### src/rtl/instruction_fetch_unit.sv
// -----------------------------------------------------------------------------
// instruction_fetch_unit
//   Initiator side of the instruction memory interface. The PC register drives
//   a combinational instruction memory; the returned instruction is captured
//   together with its address into a small FIFO that feeds decode over a
//   valid/ready handshake. Handles branch redirect (flush + reload PC) and a
//   HALT opcode that stops fetching until a redirect or reset.
//
// Ports
//   clk, rst_n     clock (rising edge), asynchronous active-low reset
//   mem_pc         [7:0]  address to instruction memory (PC flop)
//   mem_instr      [23:0] instruction returned by memory, same cycle
//   redirect       load redirect_pc, flush FIFO, resume fetch
//   redirect_pc    [7:0]  new fetch address
//   out_valid      FIFO head valid
//   out_ready      decode accepts head this cycle
//   out_instr      [23:0] instruction at FIFO head (0 when empty)
//   out_pc         [7:0]  address of out_instr (0 when empty)
//   halted         high while fetching is stopped by HALT
// -----------------------------------------------------------------------------
module instruction_fetch_unit #(
  parameter int         DEPTH       = 2,
  parameter logic [3:0] HALT_OPCODE = 4'hF
) (
  input  logic        clk,
  input  logic        rst_n,
  output logic [7:0]  mem_pc,
  input  logic [23:0] mem_instr,
  input  logic        redirect,
  input  logic [7:0]  redirect_pc,
  output logic        out_valid,
  input  logic        out_ready,
  output logic [23:0] out_instr,
  output logic [7:0]  out_pc,
  output logic        halted
);

  localparam int PW = (DEPTH > 1) ? $clog2(DEPTH) : 1;
  localparam int CW = $clog2(DEPTH + 1);

  typedef enum logic {S_FETCH, S_HALT} state_t;

  typedef struct packed {
    logic [7:0]  pc;
    logic [23:0] instr;
  } fetch_entry_t;

  state_t          state;
  logic [7:0]      pc;
  logic [PW-1:0]   wr_ptr, rd_ptr;
  logic [CW-1:0]   count;
  fetch_entry_t    fifo_q [DEPTH];

  logic full, pop, push;

  assign full      = (count == CW'(DEPTH));
  assign out_valid = (count != '0);
  assign pop       = out_valid && out_ready;
  // When full, a simultaneous pop frees the slot, so fetch keeps streaming.
  // Redirect suppresses the push: the instruction at the old PC is stale.
  assign push      = (state == S_FETCH) && !redirect && (!full || pop);

  // mem_pc comes straight from the PC flop; out_ready never reaches it.
  assign mem_pc    = pc;
  assign out_instr = out_valid ? fifo_q[rd_ptr].instr : '0;
  assign out_pc    = out_valid ? fifo_q[rd_ptr].pc    : '0;
  assign halted    = (state == S_HALT);

  always_ff @(posedge clk or negedge rst_n) begin
    if (!rst_n) begin
      state  <= S_FETCH;
      pc     <= 8'h00;
      wr_ptr <= '0;
      rd_ptr <= '0;
      count  <= '0;
      for (int i = 0; i < DEPTH; i++) fifo_q[i] <= '0;
    end else if (redirect) begin
      // Flush wins over everything; a same-cycle pop was already seen by decode.
      state  <= S_FETCH;
      pc     <= redirect_pc;
      wr_ptr <= '0;
      rd_ptr <= '0;
      count  <= '0;
    end else begin
      if (push) begin
        fifo_q[wr_ptr] <= {pc, mem_instr};
        wr_ptr         <= wr_ptr + 1'b1;
        pc             <= pc + 8'd1;
        // HALT itself is enqueued; PC is left at halt address + 1.
        if (mem_instr[23:20] == HALT_OPCODE) state <= S_HALT;
      end
      if (pop) rd_ptr <= rd_ptr + 1'b1;
      case ({push, pop})
        2'b10:   count <= count + 1'b1;
        2'b01:   count <= count - 1'b1;
        default: ;
      endcase
    end
  end

endmodule

### config.mk
export PLATFORM = sky130hd
export DESIGN_NAME = instruction_fetch_unit
export DESIGN_NICKNAME = d
export VERILOG_FILES = /design/src/rtl/instruction_fetch_unit.sv
export SDC_FILE = /design/constraint.sdc
export NUM_CORES = 1
export LEC_CHECK = 0
export BUFFER_PORTS_ARGS = -buffer_cell sky130_fd_sc_hd__buf_2
export CORE_UTILIZATION = 37
export DETAILED_ROUTE_END_ITERATION = 16
export GPL_TIMING_DRIVEN = 1
export SYNTH_ARGS = -nofsm -noshare
export SYNTH_HDL_FRONTEND = slang
export SYNTH_SLANG_ARGS = --single-unit
### constraint.sdc
create_clock -name clk -period 4.2 [get_ports clk]
set_input_delay 0.21 -clock clk [delete_from_list [all_inputs] [get_ports clk]]
set_output_delay 0.21 -clock clk [all_outputs]
set_load 0.02 [all_outputs]
Word level (Yosys, flattened, before mapping)
Cells that the tools add are included.
Storage, ports and cells
  word-level logic and storage cells: 58
  bits of input ports: 36
  register bits after elaboration: 77
  output and inout port bits: 42
Cells by class
  add/sub/neg operators: 5
  eq/ne operators: 4
  reductions and logical operators: 14
  bitwise operators: 4
  $lt $le $gt $ge: 3
  multiplexer cells: 19
Operator list (count)
  32-bit 2-to-1 mux: 4
  64-bit bitwise mux: 1
  32-bit demux with 1-bit select: 1
  24-bit 2-to-1 mux: 1
  8-bit 2-to-1 mux: 3
  8-bit by 1-bit adder with 8-bit output (second input constant): 1
  2-bit nonzero test: 4
  1-bit 2-to-1 mux: 7
  2-bit equality test (second input constant): 2
  4-bit equality test (second input constant): 1
  2-bit >= comparator (second input constant): 2
  1-bit logical AND: 4
  1-bit NOT with 2-bit output: 2
  2-bit case mux with 2 select lines: 1
  2-bit AND reduction: 2
  3-bit nonzero test: 1
  1-bit adder (second input constant): 2
  2-bit by 1-bit adder with 2-bit output (second input constant): 1
  2-bit by 1-bit equality test with 1-bit output (second input constant): 1
  1-bit zero test: 2
  2-bit by 1-bit < comparator with 1-bit output (second input constant): 1
  2-bit 2-to-1 mux: 1
  1-bit NOT: 2
  2-bit by 1-bit subtractor with 2-bit output (second input constant): 1
  1-bit logical OR: 1

Logic depth before layout (Yosys ltp)
Gate-level depths: netlist of the first run.
  depth after elaboration: 7
  depth in mapped cells: 5
  depth with buffers taken out: 4

Worst setup path before layout of the first run
No wires, ideal clock.
  path type: register to register
  start point: reg count[0]
  end point: reg fifo_q[0] (netlist name)
  library setup time: 125 ps
  data arrival time: 1464 ps
  required time: 4075 ps
  setup slack: 2611 ps
  path buffers: 1
  stages on the path, launching flop included: 5
  period minus slack after synthesis: 1589 ps
  cell sequence: dfrtp_1 or3b_4 nand3_4 buf_12 mux2_4
On the way
  longest elaborated chain between the ends: 5
Ends and longest elaborated chain
  start, declared: line 51  | logic [CW-1:0] count;
  start signal, assigned: line 94  | 2'b10: count <= count + 1'b1;
  start signal, assigned: line 95  | 2'b01: count <= count - 1'b1;
  2-bit equality test / 2-bit nonzero test (equally long branches): line 56, 57
  1-bit zero test / 1-bit logical AND (equally long branches): line 61, 58
  1-bit logical OR (*): line 61  | assign push = (state == S_FETCH) && !redirect && (!full || pop);
  1-bit logical AND (*): line 61
  2-bit AND reduction (no source line) (*)
  end signal, assigned by index: line 86  | fifo_q[wr_ptr] <= {pc, mem_instr};
  end, declared: line 52  | fetch_entry_t fifo_q [DEPTH];
Every way passes the cells marked *; elsewhere a longest branch is shown, timed or not.
A chain may end at the register's enable or synchronous reset.

Final worst setup path of the first run
  start point: reg count[0]
  end point: out out_instr[3]
On the way
  longest elaborated chain between the ends: 2
Ends and longest elaborated chain
  2-bit nonzero test: line 57  | assign out_valid = (count != '0);
  24-bit 2-to-1 mux: line 65  | assign out_instr = out_valid ? fifo_q[rd_ptr].instr : '0;
  end, declared: line 33  | output logic [23:0] out_instr,
Every way passes these cells.

==> results.json, run 1 <==
{
  "switching_share_pct": 30.6,
  "grt_pass1_wl_um": 13200,
  "drv_cap": 0,
  "grt_pass1_vias": 2646,
  "hold_path_class": "in -> async",
  "core_region_area_sq_um": 10300,
  "worst_hold_slack_ns": -0.0220,
  "clock_skew_ns": 0.00875,
  "yosysTopAreaCellShare_pct": 49.2,
  "postRouteAntennaNets": 0,
  "ir_worst_vdd_v": 0.000205,
  "p_clk_share_pct": 27.2,
  "synth.avg_cell_area_sq_um": 13.4,
  "clk_latency_ns": 0.35,
  "path_cells": "nor2_2 -> buf_4 -> nor2_1 -> buf_2",
  "synth_most_common_cell": "dfrtp_1",
  "synth_common_cells": "dfrtp_1, mux2_4, nor2_1",
  "crit_slowest_cell": "nor2_2",
  "hpwl_um": 5220,
  "switching_power_uw": 724,
  "cp.arrival_ns": 2.05,
  "critPathLaunchType": "register",
  "worstSetupEndpointType": "primary output",
  "cp_slowest_stage_delay_ns": 0.55,
  "layout.nets": 402,
  "pre_cts_ws_ns": 2.16,
  "crit_type": "reg -> out",
  "antenna_found_initial": 0,
  "drt-pass1-iter-count": 4,
  "rrSetupSlack_ns": 2.15,
  "period_minus_slack_ns": 2.26,
  "drtIter0Drc": 87,
  "h-tree-depth": 3,
  "post-route-period-util_pct": 53.9,
  "initial_core_util_pct": 38.1,
  "die_w_um": 105,
  "p_int_uw": 1640,
  "port_buffers": 77,
  "seq_power_share_pct": 44.6,
  "synthFlopType": "dfrtp_1",
  "grt_usage_pct": 15.5,
  "path_max_fanout": 21,
  "netlist_area_sq_um": 3920,
  "yosysSeqAreaShare_pct": 49.2,
  "vias": 2495,
  "postCtsHoldBufs": 0,
  "wire_per_inst_um": 15.9,
  "ys_ff_latch": 77,
  "ys_top_cells_by_area": "dfrtp_1, mux2_4, mux2i_1, nor2_1, buf_12",
  "syn2layout_area_growth_pct": 17.1,
  "drc": 0,
  "num_rows": 37,
  "gp_congestion": 0.785,
  "worstPathRequired_ns": 3.99,
  "timing.fmax_ghz": 0.442,
  "setup_viol": 0,
  "worst_r2r_startpoint": "halted",
  "die_y_um": 105,
  "cts_resized": 0,
  "ios": 78,
  "timing.rr.end": "fifo_q[17]",
  "finalHoldViolations": 5,
  "via_per_inst": 4.93,
  "powerDensity_nw_per_um2": 516,
  "synth_largest_area_cell": "dfrtp_1",
  "die_area_sq_um": 11000,
  "p_leak_uw": 0.00219,
  "status": "finished with violations",
  "cts_buffers": 9,
  "clkTransAtPathRegs_ns": 0.08,
  "cts-root-buf": "clkbuf_8",
  "rr_worst_depth": 3,
  "rsz0062_at_grt": "no",
  "async_reset_ff_share_pct": 100,
  "synth_edf_count": 0,
  "yosysWarnings": 0,
  "combPwrFrac_pct": 28.2,
  "violations": "hold timing",
  "crit_path_start": "count[0]",
  "syn_nets": 329,
  "worst_slack_ns": 1.94,
  "syn_inst": 292,
  "finalWirelength_um": 8070,
  "setup_tns_ns": 0,
  "slew_violations": 0,
  "antenna_cells": 0,
  "drive_above_1_share_pct": 45.4,
  "worst_pin_slew_ns": 1.03,
  "cts.sinks": 77,
  "clockBufferDepth": 2,
  "relSlewSlack_pct": 31.4,
  "cts_tree": "done",
  "grt-ovfl-total": 0,
  "post_cts_buffers": 0,
  "ys_types": 34,
  "grt_max_degree": 78
}
-- power groups by stage --
stage               clock [uW]  sequential [uW]  combinational [uW]
floorplan                    0             1030                 532
global placement             0             1060                 665
detailed placement           0             1070                 678
CTS                        661             1060                 679
global route               689             1080                 724
finish                     643             1060                 669
-- flip-flops by register name, indices dropped and copies added, names as in the netlist --
signal	flops
wr_ptr	1
count	2
rd_ptr	1
halted	1
mem_pc	8
fifo_q	64
-- cell type report --
cell class | instances | area [sq um]
fillers | 981 | 5690
flip-flops and latches | 77 | 1930
multi-input cells | 194 | 1830
repair buffers | 80 | 410
well taps | 136 | 170
clock buffers | 10 | 138
clock inverters | 6 | 95.1
inverters | 3 | 11.3
-- worst max-delay path, delay by kind of cell, from the launching register on --
family                 cells  cell delay, ns
buffers and inverters      2            0.56
AND/OR/NAND/NOR            2            0.66
flip-flops                 1            0.48
-- placed cells by master (no fill, tap or decap), types with 5 or more instances in the layout --
cell type  instances
mux2i_1           32
mux2_4            60
clkbuf_8          10
nor2_1            45
or4_1              5
o31ai_1            6
dfrtp_1           76
buf_2             76
a31oi_1            7
-- logic make-up (layout without fill, tap and decap cells) --
logic type,Yosys count,after routing,synth area share [%]
xor gates and xnor gates,2,2,0.447
adders and majority gates,1,1,0.319
buffers and inverters,21,99,4.06
and+or+nand+nor,73,73,10.1
muxes,96,96,32.3
DFF,77,77,49.2
AOI/OAI and AO/OA,22,22,3.55
-- how the worst max path moves through the flow --
stage                   end  cells past startpoint
2_1_floorplan     fifo_q[0]                      4
3_3_place_gp      fifo_q[9]                      3
3_5_place_dp     fifo_q[14]                      3
4_1_cts        out_instr[3]                      4
5_1_grt           out_pc[7]                      4
6_report       out_instr[3]                      4
-- through the flow --
stage	hold slack [ns]	instance area, sq um	cells	utilization (%)	total power [uW]
after global routing	0.0765	4590	506	44.6	2500
after CTS	0.0464	4590	506	44.6	2400
after floorplan	-0.0856	3920	292	-	1560
after detailed placement	0.435	4350	490	42.4	1750
final	-0.0220	4590	506	44.6	2370
after global placement	0.425	4350	490	42.4	1730
-- routing by layer --
metal,GRT usage [%],wire length (um),vias to the layer above
met4,6.44,115,0
met3,3.49,308,9
li1,-,-,1184
met2,24.4,3850,46
met5,0,0,-
met1,20.6,3790,1256
No activity file was read; power rests on OpenSTA's default activity.
==> inputs of run 2 (changes only) <==
--- a/config.mk
+++ b/config.mk
@@ -5,6 +5,7 @@
 export SDC_FILE = /design/constraint.sdc
 export NUM_CORES = 1
 export LEC_CHECK = 0
+export ABC_AREA = 1
 export BUFFER_PORTS_ARGS = -buffer_cell sky130_fd_sc_hd__buf_2
 export CORE_UTILIZATION = 37
 export DETAILED_ROUTE_END_ITERATION = 16
==> constraint.sdc (replaced) <==
create_clock -name clk -period 2.3 [get_ports clk]
set_input_delay 0.115 -clock clk [delete_from_list [all_inputs] [get_ports clk]]
set_output_delay 0.115 -clock clk [all_outputs]
set_load 0.02 [all_outputs]
==> run 2 against run 1 <==
The run now ends clean. Via count increased by 25%. Setup slack worse by 1.8 ns. Global-route usage is 2.8 points higher. Register-to-register slack lost 1.6 ns. Die area down 5.7%. Combinational power is 120% higher. Count of clock-buffer cells in the layout increased by 1. Design area decreased by 2.7%. Wire length rose by 6.9%. Area after synthesis down 5.8%. First-iteration DRC count grew 70%.
==> results.json, run 2 <==
{
  "setup_viol": 0,
  "drv_cap": 0,
  "gr-usage-met1_pct": 25.9,
  "h-tree-depth": 3,
  "initial_core_util_pct": 37.9,
  "ios": 78,
  "path_common_cell": "inv_1",
  "path_cells": "inv_1 -> nand2_1 -> inv_1 -> buf_4 -> a21oi_1 -> buf_2",
  "timing.fmax_ghz": 0.469,
  "vias": 3128,
  "cp.arrival_ns": 2.02,
  "layout.nets": 554,
  "synth.avg_cell_area_sq_um": 8.36,
  "post_cts_buffers": 0,
  "synth_most_common_cell": "nand2_1",
  "ys_types": 25,
  "final_common_cell": "nand2_1",
  "p_total_uw": 4690,
  "switching_share_pct": 36.8,
  "status": "completed",
  "wire_per_inst_um": 13.2,
  "cp_slowest_stage_delay_ns": 0.45,
  "ys_top_cells_by_area": "dfrtp_1, nand2_1, o21ai_2, o21ai_0, a21oi_1",
  "critPathTopFamily": "buffers and inverters",
  "core_region_area_sq_um": 9730,
  "critPathBufInv": 4,
  "cts_tree": "done",
  "antenna_cells": 0,
  "switching_power_uw": 1720,
  "powerDensity_nw_per_um2": 1050,
  "relSlewSlack_pct": 58.6,
  "postRouteAntennaNets": 0,
  "path_max_fanout": 16,
  "slew_violations": 0,
  "clk_latency_ns": 0.35,
  "drt-pass1-iter-count": 4,
  "largest_register_ffs": 64,
  "via_per_inst": 4.78,
  "grt-ovfl-total": 0,
  "grt_pass1_vias": 2969,
  "grt_use_met3_pct": 3.69,
  "cts.sinks": 77,
  "finalWirelength_um": 8620,
  "grt_usage_pct": 18.3,
  "period_minus_slack_ns": 2.13,
  "clock_skew_ns": 0.00549,
  "gr-usage-met2_pct": 28.0,
  "synthFlopType": "dfrtp_1",
  "ys_ff_latch": 77,
  "hold_path_class": "in -> reg",
  "drc": 0,
  "worst_pin_slew_ns": 0.621,
  "combPwrFrac_pct": 31.5,
  "syn2layout_area_growth_pct": 21.0,
  "syn_inst": 441,
  "cts_buffers": 9,
  "worst_hold_slack_ns": 0.0133,
  "seq_power_share_pct": 43.2,
  "setup_tns_ns": 0,
  "synth_largest_area_cell": "dfrtp_1",
  "hpwl_um": 5660,
  "antenna_found_initial": 0,
  "ir_worst_vdd_v": 0.000470,
  "p_int_uw": 2960,
  "yosysSeqAreaShare_pct": 52.2,
  "yosysWarnings": 0,
  "grt_max_degree": 65,
  "post-route-period-util_pct": 92.7,
  "num_rows": 36,
  "p_clk_share_pct": 25.3,
  "die_y_um": 102,
  "die_w_um": 102,
  "async_reset_ff_share_pct": 100,
  "worstSetupEndpointType": "primary output",
  "syn_nets": 478,
  "grt.busiest_layer": "met2",
  "port_buffers": 77,
  "gp_congestion": 0.815,
  "fillers": 993,
  "finalHoldViolations": 0,
  "clockBufferDepth": 2,
  "netlist_area_sq_um": 3690,
  "synth_common_cells": "nand2_1, dfrtp_1, inv_1",
  "yosysTopAreaCellShare_pct": 52.2,
  "rsz0062_at_grt": "no",
  "p_leak_uw": 0.00229,
  "cts-root-buf": "clkbuf_8",
  "critPathLaunchType": "register",
  "final_cell_mix": "nand2_1, dfrtp_1, buf_2",
  "grt_pass1_wl_um": 14500,
  "drtIter0Drc": 148,
  "synth_edf_count": 0,
  "die_area_sq_um": 10400,
  "crit_type": "reg -> out",
  "drive_above_1_share_pct": 24.7,
  "worstPathRequired_ns": 2.18,
  "crit_slowest_cell": "inv_1",
  "regMostFlops": "fifo_q",
  "clkTransAtPathRegs_ns": 0.08
}
[run 2: final timing paths]
check / endpoint / cells past startpoint / slack, ns / from
setup / recovery: out_instr[17] / 6 / 0.17 / count[0]
hold / removal: mem_pc[4] / 3 / 0.01 / redirect_pc[4]
setup reg to reg: fifo_q[51] / 8 / 0.53 / count[0]
hold reg to reg: fifo_q[57] / 2 / 0.49 / fifo_q[57]
max in group asynchronous: fifo_q[5] / 3 / 1.42 / rst_n
min in group asynchronous: fifo_q[7] / 2 / 0.28 / rst_n
[run 2: area by class of cell]
type | instances | area, sq um | share of cell area [%]
clock buffer | 11 | 151 | 3.39
timing repair buffer | 89 | 531 | 11.9
sequential | 77 | 1930 | 43.2
clock inverter | 5 | 82.6 | 1.85
multi-input combinational | 296 | 1430 | 32.0
tap | 133 | 166 | 3.73
inverter | 44 | 178 | 3.98
[run 2: worst register-to-register path, stage by stage (launching register included)]
cell and delay [ns]:
dfrtp_1 0.43, inv_1 0.16, nand3_2 0.12, nand2_4 0.13, inv_6 0.07, nand2_4 0.40
buf_12 0.26, nand2_1 0.10, o21ai_2 0.05
[run 2: power groups by stage]
| stage | registers [uW] | logic (uW) | clock network, uW |
|---|---|---|---|
| detailed placement | 2040 | 1480 | 0 |
| global placement | 2030 | 1450 | 0 |
| CTS | 2020 | 1500 | 1210 |
| floorplan | 2030 | 1040 | 0 |
| global route | 2080 | 1680 | 1280 |
| finish | 2020 | 1480 | 1190 |
[run 2: metal layers]
metal,part of all wire [%],vias to the layer above
met2,44,91
met4,1.3,0
met1,50,1463
met3,5.0,12
met5,0,-
li1,-,1562
[run 2: kinds of logic after synthesis]
| kind of cell | Yosys count | share of synthesized area, % |
|---|---|---|
| simple gates | 183 | 20.2 |
| compound gates | 109 | 17.4 |
| flops | 77 | 52.2 |
| buf+inv | 68 | 9.06 |
| xor+xnor | 3 | 0.712 |
| fa+ha+maj | 1 | 0.339 |
[run 2: timing repair]
action | in CTS | in global routing
hold endpoints to repair | 42 | 0
gates resized for setup | 0 | 0
hold buffers | 6 | 0
[run 2: through the flow]
| step | std cells | util (%) | worst slack, ns | cell area [sq um] |
|---|---|---|---|---|
| 3_3_place_gp | 633 | 42.8 | 0.627 | 4170 |
| 6_report | 655 | 45.9 | 0.167 | 4460 |
| 4_1_cts | 655 | 45.9 | 0.175 | 4460 |
| 5_1_grt | 655 | 45.9 | 0.0190 | 4460 |
| 2_1_floorplan | 441 | - | 0.838 | 3690 |
| 3_5_place_dp | 633 | 42.8 | 0.579 | 4170 |
